===== src/rtl/ysyx_rnu_freelist_pkg.sv =====
// Default register-index widths shared by the rename unit.
package ysyx_rnu_freelist_pkg;
  localparam int YSYX_PHY_LEN = 6;
  localparam int YSYX_REG_LEN = 5;
endpackage


===== src/rtl/ysyx_rnu_freelist.sv =====
// Physical register free list: circular flop array with speculative head,
// committed head and tail pointers; flush rolls speculation back to cmt_head.
module ysyx_rnu_freelist
  import ysyx_rnu_freelist_pkg::*;
#(
  parameter int PLEN = YSYX_PHY_LEN,
  parameter int RLEN = YSYX_REG_LEN
) (
  input  logic                             clock,
  input  logic                             reset,
  input  logic                             alloc_ready,
  output logic                             alloc_valid,
  output logic [PLEN-1:0]                  alloc_prd,
  input  logic                             cmt_valid,
  input  logic [PLEN-1:0]                  cmt_prs,
  input  logic                             flush,
  output logic [$clog2((2**PLEN-2**RLEN)+1)-1:0] free_cnt,
  output logic                             err
);

  localparam int DEPTH = 2**PLEN - 2**RLEN;
  localparam int PW    = (DEPTH > 1) ? $clog2(DEPTH) : 1;
  localparam int CW    = $clog2(DEPTH + 1);
  localparam logic [PW-1:0] LAST = PW'(DEPTH - 1);

  logic [PLEN-1:0] r_array [DEPTH];
  logic [PW-1:0]   r_head;
  logic [PW-1:0]   r_cmt_head;
  logic [PW-1:0]   r_tail;
  logic [CW-1:0]   r_free_cnt;
  logic            r_err;

  logic            w_fire;
  logic            w_cmt_ok;
  logic            w_cmt_bad;
  logic [PW-1:0]   w_cmt_head_nxt;

  function automatic logic [PW-1:0] f_inc(input logic [PW-1:0] p);
    return (p == LAST) ? '0 : p + 1'b1;
  endfunction

  assign w_fire         = (r_free_cnt != '0) && alloc_ready && !flush;
  assign w_cmt_ok       = cmt_valid && (r_free_cnt != CW'(DEPTH)) && (cmt_prs != '0);
  assign w_cmt_bad      = cmt_valid && !w_cmt_ok;
  assign w_cmt_head_nxt = w_cmt_ok ? f_inc(r_cmt_head) : r_cmt_head;

  always_ff @(posedge clock) begin
    if (reset) begin
      for (int unsigned i = 0; i < DEPTH; i++) begin
        r_array[i[PW-1:0]] <= PLEN'(2**RLEN + i);
      end
      r_head     <= '0;
      r_cmt_head <= '0;
      r_tail     <= '0;
      r_free_cnt <= CW'(DEPTH);
      r_err      <= 1'b0;
    end else begin
      if (w_cmt_ok) begin
        r_array[r_tail] <= cmt_prs;
        r_tail          <= f_inc(r_tail);
      end
      r_cmt_head <= w_cmt_head_nxt;
      // tail and cmt_head move in lockstep, so nothing committed is still
      // outstanding after a squash: the whole ring becomes allocatable.
      if (flush) begin
        r_head     <= w_cmt_head_nxt;
        r_free_cnt <= CW'(DEPTH);
      end else begin
        if (w_fire) r_head <= f_inc(r_head);
        case ({w_fire, w_cmt_ok})
          2'b10:   r_free_cnt <= r_free_cnt - 1'b1;
          2'b01:   r_free_cnt <= r_free_cnt + 1'b1;
          default: r_free_cnt <= r_free_cnt;
        endcase
      end
      if (w_cmt_bad) r_err <= 1'b1;
    end
  end

  assign alloc_valid = (r_free_cnt != '0);
  assign alloc_prd   = r_array[r_head];
  assign free_cnt    = r_free_cnt;
  assign err         = r_err;

endmodule

===== config.mk =====
export PLATFORM = sky130hd
export DESIGN_NAME = ysyx_rnu_freelist
export DESIGN_NICKNAME = d
export VERILOG_FILES = /design/src/rtl/ysyx_rnu_freelist_pkg.sv /design/src/rtl/ysyx_rnu_freelist.sv
export SDC_FILE = /design/constraint.sdc
export NUM_CORES = 1
export LEC_CHECK = 0
export BUFFER_PORTS_ARGS = -buffer_cell sky130_fd_sc_hd__buf_4
export CAP_MARGIN = 20
export CORE_UTILIZATION = 45
export CTS_CLUSTER_SIZE = 16
export DETAILED_ROUTE_END_ITERATION = 10
export PLACE_DENSITY_LB_ADDON = 0.08
export SETUP_SLACK_MARGIN = 0.02
export SLEW_MARGIN = 0
export SYNTH_ARGS = -nofsm -noshare
export SYNTH_HDL_FRONTEND = slang
export SYNTH_SLANG_ARGS = --single-unit

===== constraint.sdc =====
create_clock -name clock -period 3.2 [get_ports clock]
set_clock_uncertainty 0.15 [all_clocks]
set_input_delay 0.48 -clock clock [delete_from_list [all_inputs] [get_ports clock]]
set_output_delay 0.48 -clock clock [all_outputs]
set_load 0.02 [all_outputs]

; After elaboration in Yosys (flattened, before gate mapping)
; Memory sizes are Yosys's and may differ from the RTL's. A register that Yosys moved wholly into a read port is not among the register bits.
; Index checks and enable logic that the tools add are counted.
[word_totals]
ram_bits = 192
romBits = 0
latch_bits = 0
reg_bits = 22
n_memories = 1
inputBits = 11
[mem_list]
columns = name, words, width, read_ports, rd_ports_with_merged_regs, wr, line_no
row1 = r_array, 32, 6, 1, 1, 32, ysyx_rnu_freelist.sv:26  ; logic [PLEN-1:0] r_array [DEPTH];
[classes]
addsub = 5
div_mod_pow = 0
multipliers = 0
eq_ne = 6
n_lt_le_gt_ge = 0
reduce_logical = 13
n_shift = 0
n_mux = 17
bitwise_logic = 0
[ops]
columns = operator, count
row1 = 5-bit 2-to-1 mux, 9
row2 = "5-bit by 1-bit adder with 5-bit output, second input constant", 3
row3 = "5-bit == test, second input constant", 3
row4 = 6-bit one-hot mux with 2 select lines, 1
row5 = 6-bit nonzero test, 2
row6 = "6-bit by 1-bit adder with 6-bit output, second input constant", 1
row7 = 1-bit 2-to-1 mux, 6
row8 = 6-bit 2-to-1 mux, 1
row9 = "6-bit != test, second input constant", 1
row10 = 6-bit OR reduction, 1
row11 = "6-bit by 1-bit subtractor with 6-bit output, second input constant", 1
row12 = 1-bit logical AND, 5
row13 = 2-bit nonzero test, 2
row14 = "2-bit by 1-bit == test with 1-bit output, second input constant", 1
row15 = "2-bit == test, second input constant", 1
row16 = 1-bit zero test, 2
row17 = 2-bit OR reduction, 1

; Longest topological paths before layout
[logic_depth]
depth_word = 8
depth_mapped = 13
ltp_nobuf = 12

; Least setup slack after synthesis
; OpenSTA, ideal clock, no wires.
[synth_path]
path_kind = register to register
start = register r_free_cnt[0] (netlist: free_cnt[0])
end = register r_free_cnt[5] (netlist: free_cnt[5])
slack_ns = 0.397
path_buffers = 0
required_ns = 2.935
path_stages_with_launch = 12
t_arrival_ns = 2.538
cell_sequence = dfxtp_1 nor4_1 a21boi_0 nand2b_1 ha_1 inv_1 ha_1 o21ai_0 or3_1 nand3_1 xnor2_1 nand2_1
[synth_via]
elab_chain_cells = 5
[synth_rtl]
columns = element, line_no
row1 = from (decl), ysyx_rnu_freelist.sv:30  ; logic [CW-1:0] r_free_cnt;
row2 = from (signal assigned), ysyx_rnu_freelist.sv:55  ; r_free_cnt <= CW'(DEPTH);
row3 = from (signal assigned), ysyx_rnu_freelist.sv:67  ; r_free_cnt <= CW'(DEPTH);
row4 = from (signal assigned), ysyx_rnu_freelist.sv:71  ; 2'b10: r_free_cnt <= r_free_cnt - 1'b1;
row5 = "parallel branches: the longest is 5 deep, another holds 6-bit by 1-bit adder with 6-bit output", n/a
; Several ways; the timed one is not identified.
; A chain may end at the register's enable or synchronous reset.

==> impl_metrics.toml <==
[yosys]
ys_seq_elements = 219
yosysSeqAreaShare = 0.612
synth_fp_nets = 824
synthArstFlopShare = 0
synth_top_family_by_area = "simple AND/OR/NAND/NOR gates"
yosysUniqueCellTypes = 60
synth_warnings = 0
synth_flop_cell = "edfxtp_1"
synth_edf_count = 192
synth_area_leaders = "edfxtp_1 56%, mux4_2 10%, dfxtp_1 5.2%, nor2_1 3.1%, nand3_1 3.0%"
yosysTopAreaCellShare = 0.560
synth_xor_area_frac = 0.00340
synth-simple-area-share = 0.177
synth_area_leader_cell = "edfxtp_1"
synth_area_um2 = 10300
synth_compound_area_frac = 0.0426
yosys.area_share.adder = 0.0189
synthCells = 798
avgSynthCellArea_um2 = 12.9
synthMuxAreaShare = 0.110

[min_path]
hold_path.class = "input pin to register"
min_path_cells = 2

[global_route]
grt_pass1_wl_mm = 38.8
antenna_found_initial = 0
grt_max_degree = 51
track_usage = 0.217
overflow = 0
grt_pass1_vias = 6543

[worst_setup_path]
start_kind = "register"
critical_path_class = "register to primary output"
cp_max_fo = 29
cp_data_arrival_time_ns = 2.50
crit_chain = "buf_12 -> mux4_2 -> a22oi_1 -> nand4_1 -> buf_4"
slowest_stage = "mux4_2"
rr_worst_depth = 12
cp-end-kind = "primary output"
crit_path_max_incr_delay_ns = 0.58
crit_required_ns = 2.57

[sta]
rsz0062_at_grt = "yes"
finalSetupViolCount = 0
max_slew.worst_pin.slew_ns = 0.812
setup_ws_ns = 0.0737
slew_violations = 0
setup_tns_ns = 0
fin_hold_ws_ns = 0.121
fmax_mhz = 320
finalHoldViolCount = 0
max_slew_margin = 0.455
finalCritPeriodShare = 0.977
post-route-min-period_ns = 3.13

[die]
ios = 25
dieArea_um2 = 23500
start_util = 0.465
placementRows = 54
die_h_um = 153
die_w_um = 153
coreArea_um2 = 22200

[drt]
wl_per_cell_um = 22.9
dr.pass1.iters = 5
vias = 6621
drt-initial-drc-count = 561
route.final.wire_length_mm = 25.2
drt-vias-per-instance = 6.02
route.detailed.drc = 0
final_antenna_net_count = 0

[clock_network]
cts.sinks = 219
cts_tree = "built"
cts_buffer_depth = 3
cts_root_buf = "clkbuf_16"
postCtsHoldBufs = 0
cts_buffers = 24
cts_max_level = 1
clock_latency_ns = 0.52
cts.clk_slew.worst_paths_ns = 0.06

[cells_and_area]
utilization = 0.522
layout_common_cells = "192 x edfxtp_1, 86 x nor2_1, 66 x nand2_1"
fin_nets = 828
diodes = 0
final_common_cell = "edfxtp_1"
drive_above_1_share = 0.217
area_growth_pct = 12.4

[power]
switchingPower_mw = 2.20
fin_total_pwr_mw = 7.76
p_leak_nw = 3.68
irDropWorstVdd_uv = 481
clkPwrFrac = 0.356
p_int_mw = 5.56
p_seq_frac = 0.435
p_sw_frac = 0.284
comb_power_share = 0.210
power_density_nw_per_um2 = 671

[run]
cap_viol_max_count = 0

[run_status]
outcome = "completed"

[place]
port_buffers = 24
dp_hpwl_mm = 16.5
routabilityCongestion = 0.800
dp_slack_ns = -0.00331
-- flip-flops by register name, indices dropped and copies added (netlist names), named ones only --
register,cells
err,1
free_cnt,6
r_array,192
r_cmt_head,5
r_head,5
r_tail,5
-- through the flow --
step | instances | cell area (um2)
after floorplan | 798 | 10300
after global placement | 1056 | 10800
after detailed placement | 1056 | 10800
after CTS | 1100 | 11600
after global routing | 1100 | 11600
final | 1100 | 11600
-- cell families (layout without fill, tap and decap cells) --
family / count (synthesis) / in the layout
mux: 53 / 53
fa+ha+maj: 15 / 15
xor+xnor: 4 / 4
flops: 219 / 219
buf+inv: 84 / 106
simple gates: 360 / 360
compound gates: 63 / 63
-- layout make-up --
type | count | area (um2)
Fill cell | 1885 | 10600
Sequential cell | 219 | 6320
Multi-Input combinational cell | 495 | 3640
Clock buffer | 31 | 668
Timing Repair Buffer | 51 | 433
Tap cell | 280 | 350
Clock inverter | 13 | 121
Inverter | 11 | 41.3
-- final timing paths --
check        slack [ns]                      from                        to
max                0.07                  register              alloc_prd[1]
max reg2reg        0.27  free_cnt[0]$_SDFFE_PP0P_  free_cnt[5]$_SDFFE_PP1P_
min                0.12                     flush                  register
min reg2reg        0.33          err$_SDFFE_PP0P_          err$_SDFFE_PP0P_
-- Yosys cell counts (6+ instances only) --
library cell and n:
ha_1 14, nand2_1 66, or2_2 22, buf_2 17
a22oi_1 22, o21ai_0 6, nand3_1 61, and3_1 7
edfxtp_1 192, a21oi_1 13, nor3_1 31, nor2_1 86
nand4_1 8, nand2b_1 32, or3_1 14, mux4_2 48
inv_1 10, dfxtp_1 27, clkbuf_1 47
-- critical path: cells and delay by family (launching register included) --
kind / cells / cell delay [ns]
mux: 1 / 0.58
compound gates: 1 / 0.32
buf+inv: 2 / 0.46
flops: 1 / 0.37
simple gates: 1 / 0.22
-- what timing repair did --
item / 4_1_cts / 5_1_grt
gates resized for setup: 4 / 3
buffers inserted: 0 / 0
setup endpoints to repair: 3 / 3
-- metal layers --
metal  track usage  wire, um  up-vias
met3        0.0303      1440       34
met4        0.0505       492        0
met5             0         0        -
li1              -         -     3001
met1         0.308     11300     3367
met2         0.355     12000      219
-- power groups by stage --
stage	logic [mW]	clock network, mW	registers (mW)
finish	1.63	2.76	3.38
global route	1.76	2.89	3.40
CTS	1.62	2.80	3.38
detailed placement	1.60	0	3.43
global placement	1.57	0	3.43
floorplan	1.12	0	3.42
No activity file was read; power rests on OpenSTA's default activity.
